--- src/rtl/stereo_frame_buffer_pkg.sv ---
// Shared constants for the stereo frame buffer and its clients: FSM encodings,
// image select values and the default image geometry.
package stereo_frame_buffer_pkg;

    localparam int DEF_WIDTH  = 20;
    localparam int DEF_HEIGHT = 7;

    typedef enum logic [1:0] {
        BIDLE = 2'b00,
        FILL  = 2'b01,
        READY = 2'b10
    } buf_state_t;

    localparam logic IMG_LEFT  = 1'b0;
    localparam logic IMG_RIGHT = 1'b1;

endpackage

--- src/rtl/stereo_frame_buffer_frame_ram.sv ---
// Single-write-port, single-read-port synchronous RAM holding one image.
// Contents are intentionally not reset.
module frame_ram #(
    parameter int DEPTH  = 140,
    parameter int DATA_W = 8,
    parameter int AW     = $clog2(DEPTH)
) (
    input  logic              clk,
    input  logic              we,
    input  logic [AW-1:0]     waddr,
    input  logic [DATA_W-1:0] wdata,
    input  logic [AW-1:0]     raddr,
    output logic [DATA_W-1:0] rdata
);

    logic [DATA_W-1:0] mem_r [DEPTH];

    // Write port and registered read port.
    always_ff @(posedge clk) begin
        if (we) begin
            mem_r[waddr] <= wdata;
        end
        rdata <= mem_r[raddr];
    end

endmodule

--- src/rtl/stereo_frame_buffer.sv ---
// Two-image pixel store: raster writes for left/right images, coordinate reads
// with one-cycle latency, and a FILL/READY handshake with the disparity engine.
module stereo_frame_buffer
    import stereo_frame_buffer_pkg::*;
#(
    parameter int WIDTH   = DEF_WIDTH,
    parameter int HEIGHT  = DEF_HEIGHT,
    parameter int DATA_W  = 8,
    parameter int COORD_W = 10
) (
    input  logic               clk,
    input  logic               reset,
    input  logic               wr_valid,
    input  logic               wr_sel,
    input  logic               wr_sof,
    input  logic [DATA_W-1:0]  wr_data,
    input  logic [COORD_W-1:0] buffer_href,
    input  logic [COORD_W-1:0] buffer_vref,
    input  logic               image_sel,
    input  logic               frame_release,
    output logic [DATA_W-1:0]  image_data,
    output logic               buffer_ready,
    output logic               left_done,
    output logic               right_done,
    output logic               overflow,
    output logic [1:0]         buf_state
);

    localparam int DEPTH = WIDTH * HEIGHT;
    localparam int AW    = $clog2(DEPTH);
    localparam int CW    = $clog2(DEPTH + 1);
    localparam int AFW   = 2 * COORD_W;

    buf_state_t        state_r;
    logic [CW-1:0]     cnt_l_r;
    logic [CW-1:0]     cnt_r_r;
    logic              rd_valid_r;
    logic              rd_sel_r;

    logic              sel_done_s;
    logic [CW-1:0]     sel_cnt_s;
    logic              wr_accept_s;
    logic [AW-1:0]     wr_addr_s;
    logic              wr_last_s;
    logic              left_done_nx_s;
    logic              right_done_nx_s;
    logic              we_l_s;
    logic              we_r_s;
    logic [AFW-1:0]    rd_addr_full_s;
    logic              rd_in_range_s;
    logic [AW-1:0]     rd_addr_s;
    logic [DATA_W-1:0] rdata_l_s;
    logic [DATA_W-1:0] rdata_r_s;

    // Write acceptance, target address and next done flags.
    always_comb begin
        sel_done_s = left_done;
        sel_cnt_s  = cnt_l_r;
        if (wr_sel == IMG_RIGHT) begin
            sel_done_s = right_done;
            sel_cnt_s  = cnt_r_r;
        end else begin
            sel_done_s = left_done;
            sel_cnt_s  = cnt_l_r;
        end

        wr_accept_s = 1'b0;
        if (wr_valid && (state_r == FILL)) begin
            if (wr_sof) begin
                wr_accept_s = 1'b1;
            end else if (!sel_done_s && (sel_cnt_s < CW'(DEPTH))) begin
                wr_accept_s = 1'b1;
            end else begin
                wr_accept_s = 1'b0;
            end
        end else begin
            wr_accept_s = 1'b0;
        end

        wr_addr_s = wr_sof ? {AW{1'b0}} : sel_cnt_s[AW-1:0];
        wr_last_s = wr_accept_s && (wr_addr_s == AW'(DEPTH - 1));

        left_done_nx_s  = left_done;
        right_done_nx_s = right_done;
        if (wr_accept_s && (wr_sel == IMG_LEFT)) begin
            if (wr_last_s) begin
                left_done_nx_s = 1'b1;
            end else if (wr_sof) begin
                left_done_nx_s = 1'b0;
            end else begin
                left_done_nx_s = left_done;
            end
        end else if (wr_accept_s) begin
            if (wr_last_s) begin
                right_done_nx_s = 1'b1;
            end else if (wr_sof) begin
                right_done_nx_s = 1'b0;
            end else begin
                right_done_nx_s = right_done;
            end
        end else begin
            left_done_nx_s  = left_done;
            right_done_nx_s = right_done;
        end
    end

    assign we_l_s = wr_accept_s && (wr_sel == IMG_LEFT);
    assign we_r_s = wr_accept_s && (wr_sel == IMG_RIGHT);

    // Full-width address so large coordinates cannot alias into range.
    assign rd_addr_full_s = AFW'(WIDTH) * AFW'(buffer_vref) + AFW'(buffer_href);
    assign rd_in_range_s  = (AFW'(buffer_href) < AFW'(WIDTH)) &&
                            (AFW'(buffer_vref) < AFW'(HEIGHT));
    assign rd_addr_s      = rd_in_range_s ? rd_addr_full_s[AW-1:0] : {AW{1'b0}};

    frame_ram #(.DEPTH(DEPTH), .DATA_W(DATA_W), .AW(AW)) u_ram_left (
        .clk   (clk),
        .we    (we_l_s),
        .waddr (wr_addr_s),
        .wdata (wr_data),
        .raddr (rd_addr_s),
        .rdata (rdata_l_s)
    );

    frame_ram #(.DEPTH(DEPTH), .DATA_W(DATA_W), .AW(AW)) u_ram_right (
        .clk   (clk),
        .we    (we_r_s),
        .waddr (wr_addr_s),
        .wdata (wr_data),
        .raddr (rd_addr_s),
        .rdata (rdata_r_s)
    );

    // Read-side qualifiers aligned with the RAM output register.
    always_ff @(posedge clk) begin
        if (reset) begin
            rd_valid_r <= 1'b0;
            rd_sel_r   <= IMG_LEFT;
        end else begin
            rd_valid_r <= rd_in_range_s;
            rd_sel_r   <= image_sel;
        end
    end

    assign image_data = !rd_valid_r ? {DATA_W{1'b0}} :
                        (rd_sel_r == IMG_RIGHT) ? rdata_r_s : rdata_l_s;

    // Buffer FSM with its counters and status flags.
    always_ff @(posedge clk) begin
        if (reset) begin
            state_r      <= BIDLE;
            buffer_ready <= 1'b0;
            left_done    <= 1'b0;
            right_done   <= 1'b0;
            overflow     <= 1'b0;
            cnt_l_r      <= {CW{1'b0}};
            cnt_r_r      <= {CW{1'b0}};
        end else begin
            if (wr_valid && !wr_accept_s) begin
                overflow <= 1'b1;
            end
            case (state_r)
                BIDLE: begin
                    state_r <= FILL;
                end
                FILL: begin
                    left_done  <= left_done_nx_s;
                    right_done <= right_done_nx_s;
                    if (we_l_s) begin
                        cnt_l_r <= wr_sof ? CW'(1) : cnt_l_r + CW'(1);
                    end
                    if (we_r_s) begin
                        cnt_r_r <= wr_sof ? CW'(1) : cnt_r_r + CW'(1);
                    end
                    // Look ahead so buffer_ready rises together with the last done flag.
                    if (left_done_nx_s && right_done_nx_s) begin
                        state_r      <= READY;
                        buffer_ready <= 1'b1;
                    end
                end
                READY: begin
                    if (frame_release) begin
                        state_r      <= FILL;
                        buffer_ready <= 1'b0;
                        left_done    <= 1'b0;
                        right_done   <= 1'b0;
                        cnt_l_r      <= {CW{1'b0}};
                        cnt_r_r      <= {CW{1'b0}};
                    end
                end
                default: begin
                    state_r      <= BIDLE;
                    buffer_ready <= 1'b0;
                end
            endcase
        end
    end

    assign buf_state = state_r;

endmodule

--- config.mk ---
export PLATFORM = sky130hd
export DESIGN_NAME = stereo_frame_buffer
export DESIGN_NICKNAME = d
export VERILOG_FILES = /design/src/rtl/stereo_frame_buffer_pkg.sv /design/src/rtl/stereo_frame_buffer_frame_ram.sv /design/src/rtl/stereo_frame_buffer.sv
export SDC_FILE = /design/constraint.sdc
export NUM_CORES = 2
export LEC_CHECK = 0
export BUFFER_PORTS_ARGS = -buffer_cell sky130_fd_sc_hd__buf_2
export CAP_MARGIN = 20
export CORE_MARGIN = 2
export CORE_UTILIZATION = 30
export DETAILED_ROUTE_END_ITERATION = 10
export HOLD_SLACK_MARGIN = 0.02
export PLACE_DENSITY = 0.47
export SLEW_MARGIN = 20
export SYNTH_ARGS = -nofsm -noshare
export SYNTH_HDL_FRONTEND = slang
export SYNTH_HIERARCHICAL = 1
export SYNTH_SLANG_ARGS = --single-unit
--- constraint.sdc ---
create_clock -name clk -period 6.05 [get_ports clk]
set_input_delay 0.605 -clock clk [delete_from_list [all_inputs] [get_ports clk]]
set_output_delay 0.605 -clock clk [all_outputs]
set_load 0.01 [all_outputs]
==> run metrics <==
CP Data Required Time around 6.9 ns; maximum VDD drop about 0.25 mV; Leak a little over 0.03 uW; antenna violations before repair 3; Mapped Avg Cell Area 18.9 sq um; Sw Pwr 6480 uW; Crit-path slowest cell nor4_1; Worst setup SP type input pin; sequential share of power 0.542; placed insts between 8000 and 9000; Clock Pin Slew Worst Setup and Hold Paths approximately 0.06 ns; WS Path Type input pin to register; Final setup viols 0; Post-Route Skew approximately 0.067 ns; post-CTS setup buffers 0; setup_tns 0 ns; commonest non-fill, non-tap cell in the layout edfxtp_1; Power Density 306 nW/um^2; Top FF cell, synth edfxtp_1; Total GRT Usage 0.159; DRC Markers 0; Critical Path Sink Type register; setup slack after layout between 1.5 and 2 ns; dpl ws ~0.54 ns; Core Rows between 200 and 250; Synth area leaders edfxtp_1 74%, mux4_2 6.5%, mux2i_1 6.3%, mux4_1 1.5%, a22oi_1 1.5%; Num CTS Buffers approximately 240; WL/cell around 27 um; fin util 0.346; Fin. Hold Viols 0; layout cells sized above 1 0.196; HPWL reported at the end of detailed placement ~160000 um; most frequent cells in the layout 2240 x edfxtp_1, 576 x mux2i_1, 343 x nor2_1, 318 x buf_4, 264 x mux4_2; Clock Sinks 2280; Pint 25500 uW; routability cong. 0.803; #FFs+latches synth ~2300; syn nets between 4000 and 5000; Post-synth EDFFs between 2000 and 2500; antenna viol nets, final 0; top-area cell type share of the netlist area 0.740; Yosys top cell by area edfxtp_1; Crit Path Max Fanout 23; clock share of power 0.444; Initial Util 0.301; synthesis-to-layout area growth 15.2%; YS warnings 6; max_cap viols 0; Port-buffer cells 48; crit path DAT roughly 5.3 ns; switching portion of total power 0.202; global-route wire length before repair between 300000 and 400000 um; die span in y ~550 um; slowest cell delay on critical path slightly above 1 ns; Post-Syn Area roughly 90000 sq um; Slew Limit Headroom 0.234; Via Count around 47000; Final nets approximately 5200; Core Area just over 300000 sq um; WP buf/inv 3; Gate Count Post-Synth 4807; Worst-Skew Late Latency around 0.91 ns; hold crit path type input pin to register; post-synthesis cell type count 70; combinational power share 0.014; io pins approximately 50; cts hold-fix bufs 1; Top delay family on crit path simple AND/OR/NAND/NOR gates; Final Max Tran Viols 0; Power, Total between 30000 and 40000 uW; Final Instance Count excl. Fillers slightly above 9000; minimum clock period after layout approximately 4.5 ns; die footprint around 300000 sq um; Worst-Margin Slew 1.14 ns; crit-path cells buf_2 > nor4_1 > nand2_1 > nor3_1 > and2_4 > buf_4 > mux2i_1 > a22oi_1 > a21oi_1 > nor4_1 > buf_4 > o21ai_0 > a211oi_1; DR vias/cell 4.98; total gr overflow 0; post_cts resized 0; Die W 555 um; Detailed Route WL 250000 um; status complete, no violations; htree depth 4; sequential share of the synthesized area 0.749; Root Buffer Master clkbuf_16; TritonRoute pass-1 iters 6; final cycle utilization of the critical path 0.743; Async SR Flop Fraction 0; CTS tree yes; RSZ-0062 raised after global routing no; First DRT Iteration DRCs 4132; Clock Tree Buf Depth 4; fmax 222 MHz; vias in the first global route about 47000; largest net degree at the start of global routing roughly 160
-- registers in the layout, summed over array words and instances, names as in the netlist, 2 cells and up --
signal / count
u_ram_left/rdata: 8
u_ram_right/rdata: 8
cnt_l_r: 8
buf_state: 2
u_ram_left/mem_r: 1120
u_ram_right/mem_r: 1120
cnt_r_r: 8
-- worst min-delay path: stages --
cell,delay (ns)
buf_2,0.10
nand2b_1,0.13
o32ai_1,0.08
-- metrics by stage --
stage	hold WS (ns)	instance area (sq um)
after floorplan	0.447	90900
after global placement	0.447	97200
after detailed placement	0.466	97200
after CTS	0.0434	105000
after global routing	0.0887	105000
final	0.129	105000
-- final timing paths --
check | startpoint | endpoint | slack, ns | depth (start not counted)
worst max-delay path | buffer_href[9] | u_ram_left/rdata[5]$_DFF_P_ | 1.55 | 13
worst min-delay path | frame_release | buf_state[1]$_SDFFE_PP0P_ | 0.13 | 3
worst max register to register | cnt_r_r[2]$_SDFFE_PP0P_ | u_ram_left/mem_r[116][1]$_DFFE_PP_ | 2.03 | 5
worst min register to register | overflow$_SDFFE_PP0P_ | overflow$_SDFFE_PP0P_ | 0.47 | 2
-- logic make-up (layout without fill, tap and decap cells) --
| family | count (synthesis) | in the layout | share of synthesized area |
|---|---|---|---|
| flip-flops | 2280 | 2280 | 0.749 |
| AND/OR/NAND/NOR | 699 | 699 | 0.0350 |
| multiplexers | 908 | 908 | 0.146 |
| AO/OA/AOI/OAI | 593 | 593 | 0.0445 |
| adder cells (fa/ha/maj) | 13 | 13 | 0.00195 |
| buffers and inverters | 302 | 848 | 0.0230 |
| other | 0 | 5 | 0 |
| XOR/XNOR | 12 | 12 | 0.00116 |
-- power groups by stage --
stage                     Sequential (uW)  Combinational [uW]  Clock [uW]
after floorplan                     17700                89.3           0
after global placement              17700                 448           0
after detailed placement            17700                 463           0
after CTS                           17400                 463       14600
after global routing                17400                 489       15200
final                               17400                 445       14200
-- cells in the mapped netlist, drive strengths merged, types with 16 or more instances --
master,n
mux4,316
buf,160
o21ai,57
clkbuf,123
a2111oi,16
dfxtp,40
inv,19
edfxtp,2240
nand4,29
a221oi,22
a22oi,176
o221ai,27
nor2,353
nand3,61
nor2b,55
mux2,16
o22ai,54
nand2,114
nor4,20
a211oi,58
a21oi,149
mux2i,576
-- per-layer routing --
metal | GRT usage | wire length, um
met5 | 0.00313 | 136
met4 | 0.0434 | 6890
met3 | 0.0233 | 11300
met2 | 0.269 | 124000
met1 | 0.212 | 108000
-- final cells by class --
type / instances / area [sq um]
diodes: 5 / 12.5
clock buffers: 293 / 6240
clock inverters: 141 / 1220
fillers: 28400 / 198000
inverters: 19 / 71.3
multi-input cells: 2225 / 20900
flip-flops and latches: 2280 / 68100
well taps: 3978 / 4980
repair buffers: 395 / 3290
Power figures use the tool's default switching activity.
